==> config.mk <==
export PLATFORM = sky130hd
export DESIGN_NAME = dmaster_rl1_timing_adt_flat
export DESIGN_NICKNAME = d
export VERILOG_FILES = /design/src/rtl/dmaster_tadt_pkg.sv /design/src/rtl/dmaster_rl1_timing_adt_if.sv /design/src/rtl/dmaster_tadt_fifo_mem.sv /design/src/rtl/dmaster_rl1_timing_adt.sv /design/src/flat_wrapper.sv
export SDC_FILE = /design/constraint.sdc
export NUM_CORES = 1
export LEC_CHECK = 0
export CAP_MARGIN = 10
export CORE_MARGIN = 2
export CORE_UTILIZATION = 41
export CTS_CLUSTER_DIAMETER = 40
export DETAILED_ROUTE_END_ITERATION = 8
export HOLD_SLACK_MARGIN = 0.15
export PLACE_DENSITY = 0.68
export SYNTH_ARGS = -nofsm -noshare
export SYNTH_HDL_FRONTEND = slang
export SYNTH_HIERARCHICAL = 1
export SYNTH_SLANG_ARGS = --single-unit
==> constraint.sdc <==
create_clock -name clk -period 2.5 [get_ports clk]
set_clock_uncertainty 0.15 [all_clocks]
set_input_delay 0.375 -clock clk [delete_from_list [all_inputs] [get_ports clk]]
set_output_delay 0.375 -clock clk [all_outputs]
set_load 0.005 [all_outputs]
==> src/rtl/dmaster_tadt_pkg.sv <==
// Shared constants and width helpers for the debug-master RL0 -> RL1 timing adapter.
package dmaster_tadt_pkg;

  localparam int unsigned DATA_W_DEF = 8;
  localparam int unsigned DEPTH_DEF  = 4;

  // Width able to hold every occupancy value 0..depth inclusive.
  function automatic int unsigned lvl_w(input int unsigned depth);
    return $clog2(depth + 1);
  endfunction

  // Width of a FIFO index; never narrower than one bit.
  function automatic int unsigned ptr_w(input int unsigned depth);
    return (depth > 1) ? $clog2(depth) : 1;
  endfunction

endpackage

==> src/rtl/dmaster_rl1_timing_adt_if.sv <==
// Byte-stream bus for the timing adapter: RL0 upstream side and RL1 downstream side.
// The slave modport is the adapter itself; the master modport drives it.
interface dmaster_rl1_timing_adt_if
  import dmaster_tadt_pkg::*;
#(
  parameter int unsigned DATA_W = DATA_W_DEF
) ();

  logic              in_valid;
  logic [DATA_W-1:0] in_data;
  logic              in_ready;
  logic              out_valid;
  logic [DATA_W-1:0] out_data;
  logic              out_ready;

  modport slave (
    input  in_valid, in_data, out_ready,
    output in_ready, out_valid, out_data
  );

  modport master (
    output in_valid, in_data, out_ready,
    input  in_ready, out_valid, out_data
  );

endinterface

==> src/rtl/dmaster_tadt_fifo_mem.sv <==
// Storage for the timing adapter FIFO: unreset register array with a single write
// port and a registered read port (the read register is the output data register).
module dmaster_tadt_fifo_mem
  import dmaster_tadt_pkg::*;
#(
  parameter int unsigned DATA_W = DATA_W_DEF,
  parameter int unsigned DEPTH  = DEPTH_DEF
) (
  input  logic                     clk,
  input  logic                     rst_n,
  input  logic                     we,
  input  logic [ptr_w(DEPTH)-1:0]  waddr,
  input  logic [DATA_W-1:0]        wdata,
  input  logic                     re,
  input  logic [ptr_w(DEPTH)-1:0]  raddr,
  output logic [DATA_W-1:0]        rdata
);

  logic [DATA_W-1:0] mem_q [DEPTH];

  // Array write; contents are don't-care until written, so no reset.
  always_ff @(posedge clk) begin
    if (we) begin
      mem_q[waddr] <= wdata;
    end
  end

  // Registered read; holds the last popped byte when no read occurs.
  always_ff @(posedge clk or negedge rst_n) begin
    if (!rst_n) begin
      rdata <= '0;
    end else if (re) begin
      rdata <= mem_q[raddr];
    end
  end

endmodule

==> src/rtl/dmaster_rl1_timing_adt.sv <==
// Avalon-ST timing adapter, ready latency 0 upstream to ready latency 1 downstream,
// for the debug master return byte stream. A small FIFO absorbs bytes in flight
// while the sink backpressures. All handshake outputs come straight from flops.
// Optional feature: define DMASTER_TADT_LEVEL_STATS_EN to add the max_level
// occupancy high-water-mark output.
module dmaster_rl1_timing_adt
  import dmaster_tadt_pkg::*;
#(
  parameter int unsigned DATA_W = DATA_W_DEF,
  parameter int unsigned DEPTH  = DEPTH_DEF
) (
  input logic                       clk,
  input logic                       reset_n,
  dmaster_rl1_timing_adt_if.slave   bus
`ifdef DMASTER_TADT_LEVEL_STATS_EN
  ,
  output logic [lvl_w(DEPTH)-1:0]   max_level
`endif
);

  localparam int unsigned PtrW = ptr_w(DEPTH);
  localparam int unsigned LvlW = lvl_w(DEPTH);
  localparam logic [LvlW-1:0] DepthL = LvlW'(DEPTH);

  logic [PtrW-1:0] wr_ptr_q, rd_ptr_q;
  logic [LvlW-1:0] count_q, count_d;
  logic            in_ready_q;
  logic            out_valid_q;
  logic            push, pop;

  // Pop is decided on this cycle's out_ready; the beat shows up next cycle (RL1).
  assign push = bus.in_valid && in_ready_q;
  assign pop  = bus.out_ready && (count_q != '0);

  // Occupancy next state; simultaneous push and pop cancel out.
  always_comb begin
    count_d = count_q;
    case ({push, pop})
      2'b10:   count_d = count_q + LvlW'(1);
      2'b01:   count_d = count_q - LvlW'(1);
      default: count_d = count_q;
    endcase
  end

  // Pointers, occupancy and registered handshake flags.
  always_ff @(posedge clk or negedge reset_n) begin
    if (!reset_n) begin
      wr_ptr_q    <= '0;
      rd_ptr_q    <= '0;
      count_q     <= '0;
      in_ready_q  <= 1'b0;
      out_valid_q <= 1'b0;
    end else begin
      if (push) wr_ptr_q <= wr_ptr_q + PtrW'(1);
      if (pop)  rd_ptr_q <= rd_ptr_q + PtrW'(1);
      count_q     <= count_d;
      // in_ready stays low during reset and rises on the first edge after release.
      in_ready_q  <= (count_d < DepthL);
      out_valid_q <= pop;
    end
  end

  assign bus.in_ready  = in_ready_q;
  assign bus.out_valid = out_valid_q;

  dmaster_tadt_fifo_mem #(
    .DATA_W (DATA_W),
    .DEPTH  (DEPTH)
  ) u_mem (
    .clk   (clk),
    .rst_n (reset_n),
    .we    (push),
    .waddr (wr_ptr_q),
    .wdata (bus.in_data),
    .re    (pop),
    .raddr (rd_ptr_q),
    .rdata (bus.out_data)
  );

`ifdef DMASTER_TADT_LEVEL_STATS_EN
  logic [LvlW-1:0] max_level_q;

  // Sticky high-water mark of occupancy, cleared only by reset.
  always_ff @(posedge clk or negedge reset_n) begin
    if (!reset_n) begin
      max_level_q <= '0;
    end else if (count_d > max_level_q) begin
      max_level_q <= count_d;
    end
  end

  assign max_level = max_level_q;
`endif

`ifndef SYNTHESIS
  int unsigned stall_q;

  // Simulation-only: count consecutive cycles of upstream valid blocked by in_ready.
  always_ff @(posedge clk or negedge reset_n) begin
    if (!reset_n) begin
      stall_q <= 0;
    end else if (bus.in_valid && !in_ready_q) begin
      stall_q <= stall_q + 1;
    end else begin
      stall_q <= 0;
    end
  end

  // Simulation-only: flag a possible upstream stall.
  always_ff @(posedge clk) begin
    if (reset_n) begin
      assert (stall_q <= DEPTH)
        else $warning("possible upstream stall: in_valid blocked for %0d cycles", stall_q);
    end
  end
`endif

endmodule

==> src/flat_wrapper.sv <==
// flat-port wrapper written by rule: the top's interface ports become plain ports
module dmaster_rl1_timing_adt_flat import dmaster_tadt_pkg::*;
#(
  parameter int unsigned DATA_W = DATA_W_DEF,
  parameter int unsigned DEPTH  = DEPTH_DEF
)
  (clk, reset_n, bus_in_valid, bus_in_data, bus_out_ready, bus_in_ready, bus_out_valid, bus_out_data);
  dmaster_rl1_timing_adt_if #(.DATA_W(DATA_W)) bus_i ();
  input logic clk;
  input logic reset_n;
  input wire logic [$bits(bus_i.in_valid)-1:0] bus_in_valid;
  input wire logic [$bits(bus_i.in_data)-1:0] bus_in_data;
  input wire logic [$bits(bus_i.out_ready)-1:0] bus_out_ready;
  output wire logic [$bits(bus_i.in_ready)-1:0] bus_in_ready;
  output wire logic [$bits(bus_i.out_valid)-1:0] bus_out_valid;
  output wire logic [$bits(bus_i.out_data)-1:0] bus_out_data;
  assign bus_i.in_valid = bus_in_valid;
  assign bus_i.in_data = bus_in_data;
  assign bus_i.out_ready = bus_out_ready;
  assign bus_in_ready = bus_i.in_ready;
  assign bus_out_valid = bus_i.out_valid;
  assign bus_out_data = bus_i.out_data;
  dmaster_rl1_timing_adt #(.DATA_W(DATA_W), .DEPTH(DEPTH)) u_core (.clk(clk), .reset_n(reset_n), .bus(bus_i));
endmodule
### Yosys cells after proc, flatten, opt, wreduce, memory -nomap -nowiden

Memory sizes are Yosys's and may differ from the RTL's. A register that Yosys moved wholly into a read port is not among the register bits.
Index checks and enable logic that the tools add are counted.
W data, S select, Z words.

| storage, ports and cells | value |
|---|---|
| bits in registers | 9 |
| output and inout port bits | 10 |
| bits of input ports | 12 |
| logic and storage cells | 20 |
| RAM bits | 32 |
| memories | 1 |

Memories:

| memory | words | bits a word | read ports | clocked after memory_dff | wr ports | RTL line | RTL |
|---|---|---|---|---|---|---|---|
| u_core.u_mem.mem_q | 4 | 8 | 1 | 1 | 1 | dmaster_tadt_fifo_mem.sv:19 | `logic [DATA_W-1:0] mem_q [DEPTH];` |

| cells by class | value |
|---|---|
| equality and inequality tests | 2 |
| add/subtract/negate cells | 4 |
| reduce and logical (&&, ||, !) cells | 4 |
| $lt $le $gt $ge | 1 |
| muxes and demuxes | 3 |

Operators with widths:

| cell | number |
|---|---|
| $pmux W3 S2 | 1 |
| $add A2 B1 Y2 const B | 2 |
| $add A3 B1 Y3 const B | 1 |
| $lt A3 B3 Y1 const B | 1 |
| $reduce_bool A3 Y1 | 1 |
| $sub A3 B1 Y3 const B | 1 |
| $eq A2 B1 Y1 const B | 1 |
| $eq A2 B2 Y1 const B | 1 |
| $logic_and A1 B1 Y1 | 2 |
| $mux W1 | 2 |
| $logic_not A1 Y1 | 1 |

### Longest topological paths before layout

| depth | value |
|---|---|
| depth in word-level cells | 5 |
| depth in mapped cells | 6 |
| gate-level depth less buffers | 6 |

### By module

The synthesis kept the hierarchy.

Modules (own cells, without submodules):

| module | instances | cells each | area each (um^2) |
|---|---|---|---|
| dmaster_tadt_fifo_mem | 1 | 82 | 1516.5 |
| dmaster_rl1_timing_adt | 1 | 26 | 379.1 |

### Worst setup path after synthesis

Ideal clock, no wire load.

| timing path | value |
|---|---|
| kind | register to register |
| start point | register u_core.count_q[0] |
| end point | register with a tool-made name |
| data required time | 2271 ps |
| setup time | 79 ps |
| arrival time | 1823 ps |
| path slack | 448 ps |
| cell stages (with the launch flop) | 7 |
| cell sequence | dfrtp_1 > o31a_4 > ha_1 > fa_1 > xnor2_1 > nor2_1 > xor2_1 |

RTL lines:

| element | RTL line | RTL |
|---|---|---|
| from (decl) | dmaster_rl1_timing_adt.sv:26 | `logic [LvlW-1:0] count_q, count_d;` |
| from (signal assigned) | dmaster_rl1_timing_adt.sv:56 | `count_q <= count_d;` |

==> metrics.txt <==
Final min period=2.20 ns; total internal power=1.73 mW; register area share after synthesis=73.1%; CP endpoint kind=register; vias=965; CTS root buf=clkbuf_8; Multi-input gate area=470 um2; first-pass GRT wire length=4.77 mm; proportion of synthesized area in mux cells=9.04%; setup bufs post-CTS=0; cts repair resizes=0; xor and xnor area share after synthesis=3.70%; vias per inst=5.11; Starting Density=42.9%; antenna-violating nets left=0; die area=5180 um2; post-route worst setup slack=0.297 ns; FF/Latch Area=1390 um2; crit path kind=register to register; f_max=0.454 GHz; Final Cell Area=2250 um2; pwr/cell area=1090 nW/um2; H-tree Lvls=2; fill cell count=360; critical path arrival=2.27 ns; final wirelength=3.01 mm; Yosys top cell by area=edfxtp_1; Sw Ratio=29.4%; WP data required=2.57 ns; CTS tree=done; initial antenna violation count=0; vias in the first global route=999; largest family of logic cells by synthesized area=multiplexers; Logic pwr share=30.3%; Core Box Area=4410 um2; Synth warnings=6; CTS Hold Bufs=0; Max clock buf depth=2; Min Hold Slack=0.355 ns; crit-path cells=o31a_4 > ha_1 > fa_1 > xnor2_1 > nor2_1 > xor2_1; drt first pass iters=4; Seq pwr share=50.8%; Unique masters post-synth=22; Post-Syn Instances=108; num rows=24; Slowest-stage cell, CP=o31a_4; share of cells above drive strength 1=9.49%; Worst Tran Pin Value=0.787 ns; startpoint types=register; Post-Synth Adder-Cell Area=1.72%; Net Switching=0.720 mW; Final Hold Violating Endpoints=0; Largest stage delay, worst path=0.44 ns; die width=72.0 um; Placer Congestion=0.657; TritonCTS Buffers=5; # nets final=150; Static Leak=0.854 nW; number of diodes=0; Avg WL per Cell=15.9 um; Clk pin slew, worst setup/hold paths=0.08 ns; ranking of synthesized cells by area=edfxtp_1 51%, dfrtp_1 22%, mux2i_1 8.4%, o221ai_1 3.7%, nand2b_1 3.0%; area delta synth->final=18.7%; Max-Cap Viols=0; Slew headroom=47.4%; Synth Area in Simple Gates=5.74%; Placed Area=2160 um2; Clock Sinks=49; final setup violation count=0; Avg Cell Area, Syn=17.6 um2; Syn Nets=122; DRC=0; Overall Power=2.45 mW; pre-CTS setup slack=0.166 ns; Starting DRT DRC Count=48; Max IR drop VDD=0.409 mV; unrepaired setup endpoints after global routing=false; post-synth top area share=50.7%; buffers added on ports=21; status=complete, no violations; maximum fanout along the worst path=14; Die Height=72.0 um; TNS Setup=0 ns; I/O pins=22; Post-Synthesis Cell Area=1900 um2; GRT overflow=0; Compound-Gate Fraction of Synth Area=4.62%; clk_lat worst skew=0.30 ns; GRT Util Overall=13.1%; Final Max Slew Viols=0; HP Class=register to register; Clk pwr share=18.8%; largest net degree at the start of global routing=18; #FFs+latches synth=49; period utilization=88.1%
==> kinds of logic after synthesis <==
logic type	count (synthesis)
AND/OR/NAND/NOR	19
flip-flops	49
XOR/XNOR	8
AO/OA/AOI/OAI	9
adder cells (fa/ha/maj)	2
multiplexers	17
buffers and inverters	4
==> worst max-delay path: cells and delay by family (launching register included) <==
| kind | cells | cell delay (ns) |
|---|---|---|
| adders and majority gates | 2 | 0.62 |
| xor gates and xnor gates | 2 | 0.31 |
| AOI/OAI and AO/OA | 1 | 0.44 |
| DFF | 1 | 0.43 |
| and+or+nand+nor | 1 | 0.18 |
==> layout make-up <==
class                   instances  area share (%)
flip-flops and latches         49            61.6
multi-input cells              55            20.9
repair buffers                 24            10.3
clock buffers                   6            3.67
well taps                      52            2.89
clock inverters                 2           0.389
inverters                       1           0.167
==> worst paths after layout <==
check / start / end / slack (ns) / cells after the start
worst max register to register: u_core/count_q[1]$_DFFE_PN0N_ / register / 0.30 / 6
max in group asynchronous: reset_n / u_core/u_mem/rdata[2]$_DFFE_PN0P_ / 1.32 / 1
worst min-delay path: u_core/rd_ptr_q[1]$_DFFE_PN0P_ / u_core/rd_ptr_q[1]$_DFFE_PN0P_ / 0.35 / 1
min in group asynchronous: reset_n / u_core/wr_ptr_q[1]$_DFFE_PN0P_ / 0.38 / 1
worst max-delay path: u_core/count_q[1]$_DFFE_PN0N_ / register / 0.30 / 6
worst min register to register: u_core/rd_ptr_q[1]$_DFFE_PN0P_ / u_core/rd_ptr_q[1]$_DFFE_PN0P_ / 0.35 / 1
==> state kept, by name, indices dropped and copies added (netlist names), named ones only <==
name and count:
u_core/u_mem/mem_q 32, u_core/wr_ptr_q 2, u_core/count_q 2, u_core/bus.out_valid 1
u_core/bus.in_ready 1, u_core/u_mem/rdata 8, u_core/rd_ptr_q 2
==> power by group through the flow <==
stage                     sequential, mW  clock [mW]  combinational, mW
final                               1.25       0.462              0.743
after global routing                1.28       0.504              0.823
after CTS                           1.25       0.477              0.757
after detailed placement            1.27           0              0.750
after global placement              1.26           0              0.726
after floorplan                     1.22           0              0.524
==> placed cells by master (no fill, tap or decap), drive strengths merged, types with 3 or more instances in the layout <==
cell type      Yosys  routed
buf                3       3
mux2i             16      16
dfrtp             17      17
nand2              4       4
xnor2              6       6
nand2b             9       9
clkdlybuf4s50      0      21
edfxtp            32      32
o221ai             8       8
clkbuf             0       6
==> metrics by stage <==
stage | std cells | utilization [%]
after floorplan | 108 | -
after global placement | 181 | 48.9
after detailed placement | 181 | 48.9
after CTS | 189 | 51.0
after global routing | 189 | 51.0
final | 189 | 51.0
==> synthesized netlist by cell type <==
cell type / number
nand2_2: 1
buf_12: 1
o31a_4: 1
and3_1: 1
nand2_1: 3
and3b_1: 1
nor3b_1: 1
nor2_1: 2
nand2b_1: 9
inv_1: 1
fa_1: 1
edfxtp_1: 32
mux2i_1: 16
xor2_1: 2
xnor2_1: 6
mux2_2: 1
ha_1: 1
nand3_1: 1
dfrtp_1: 17
buf_6: 1
buf_1: 1
o221ai_1: 8
==> per-layer routing <==
layer	wire, um	track usage (%)
met5	0	0
met4	63	6.92
met3	97	4.17
met2	1560	22.3
met1	1290	14.6
Power figures use the tool's default switching activity.
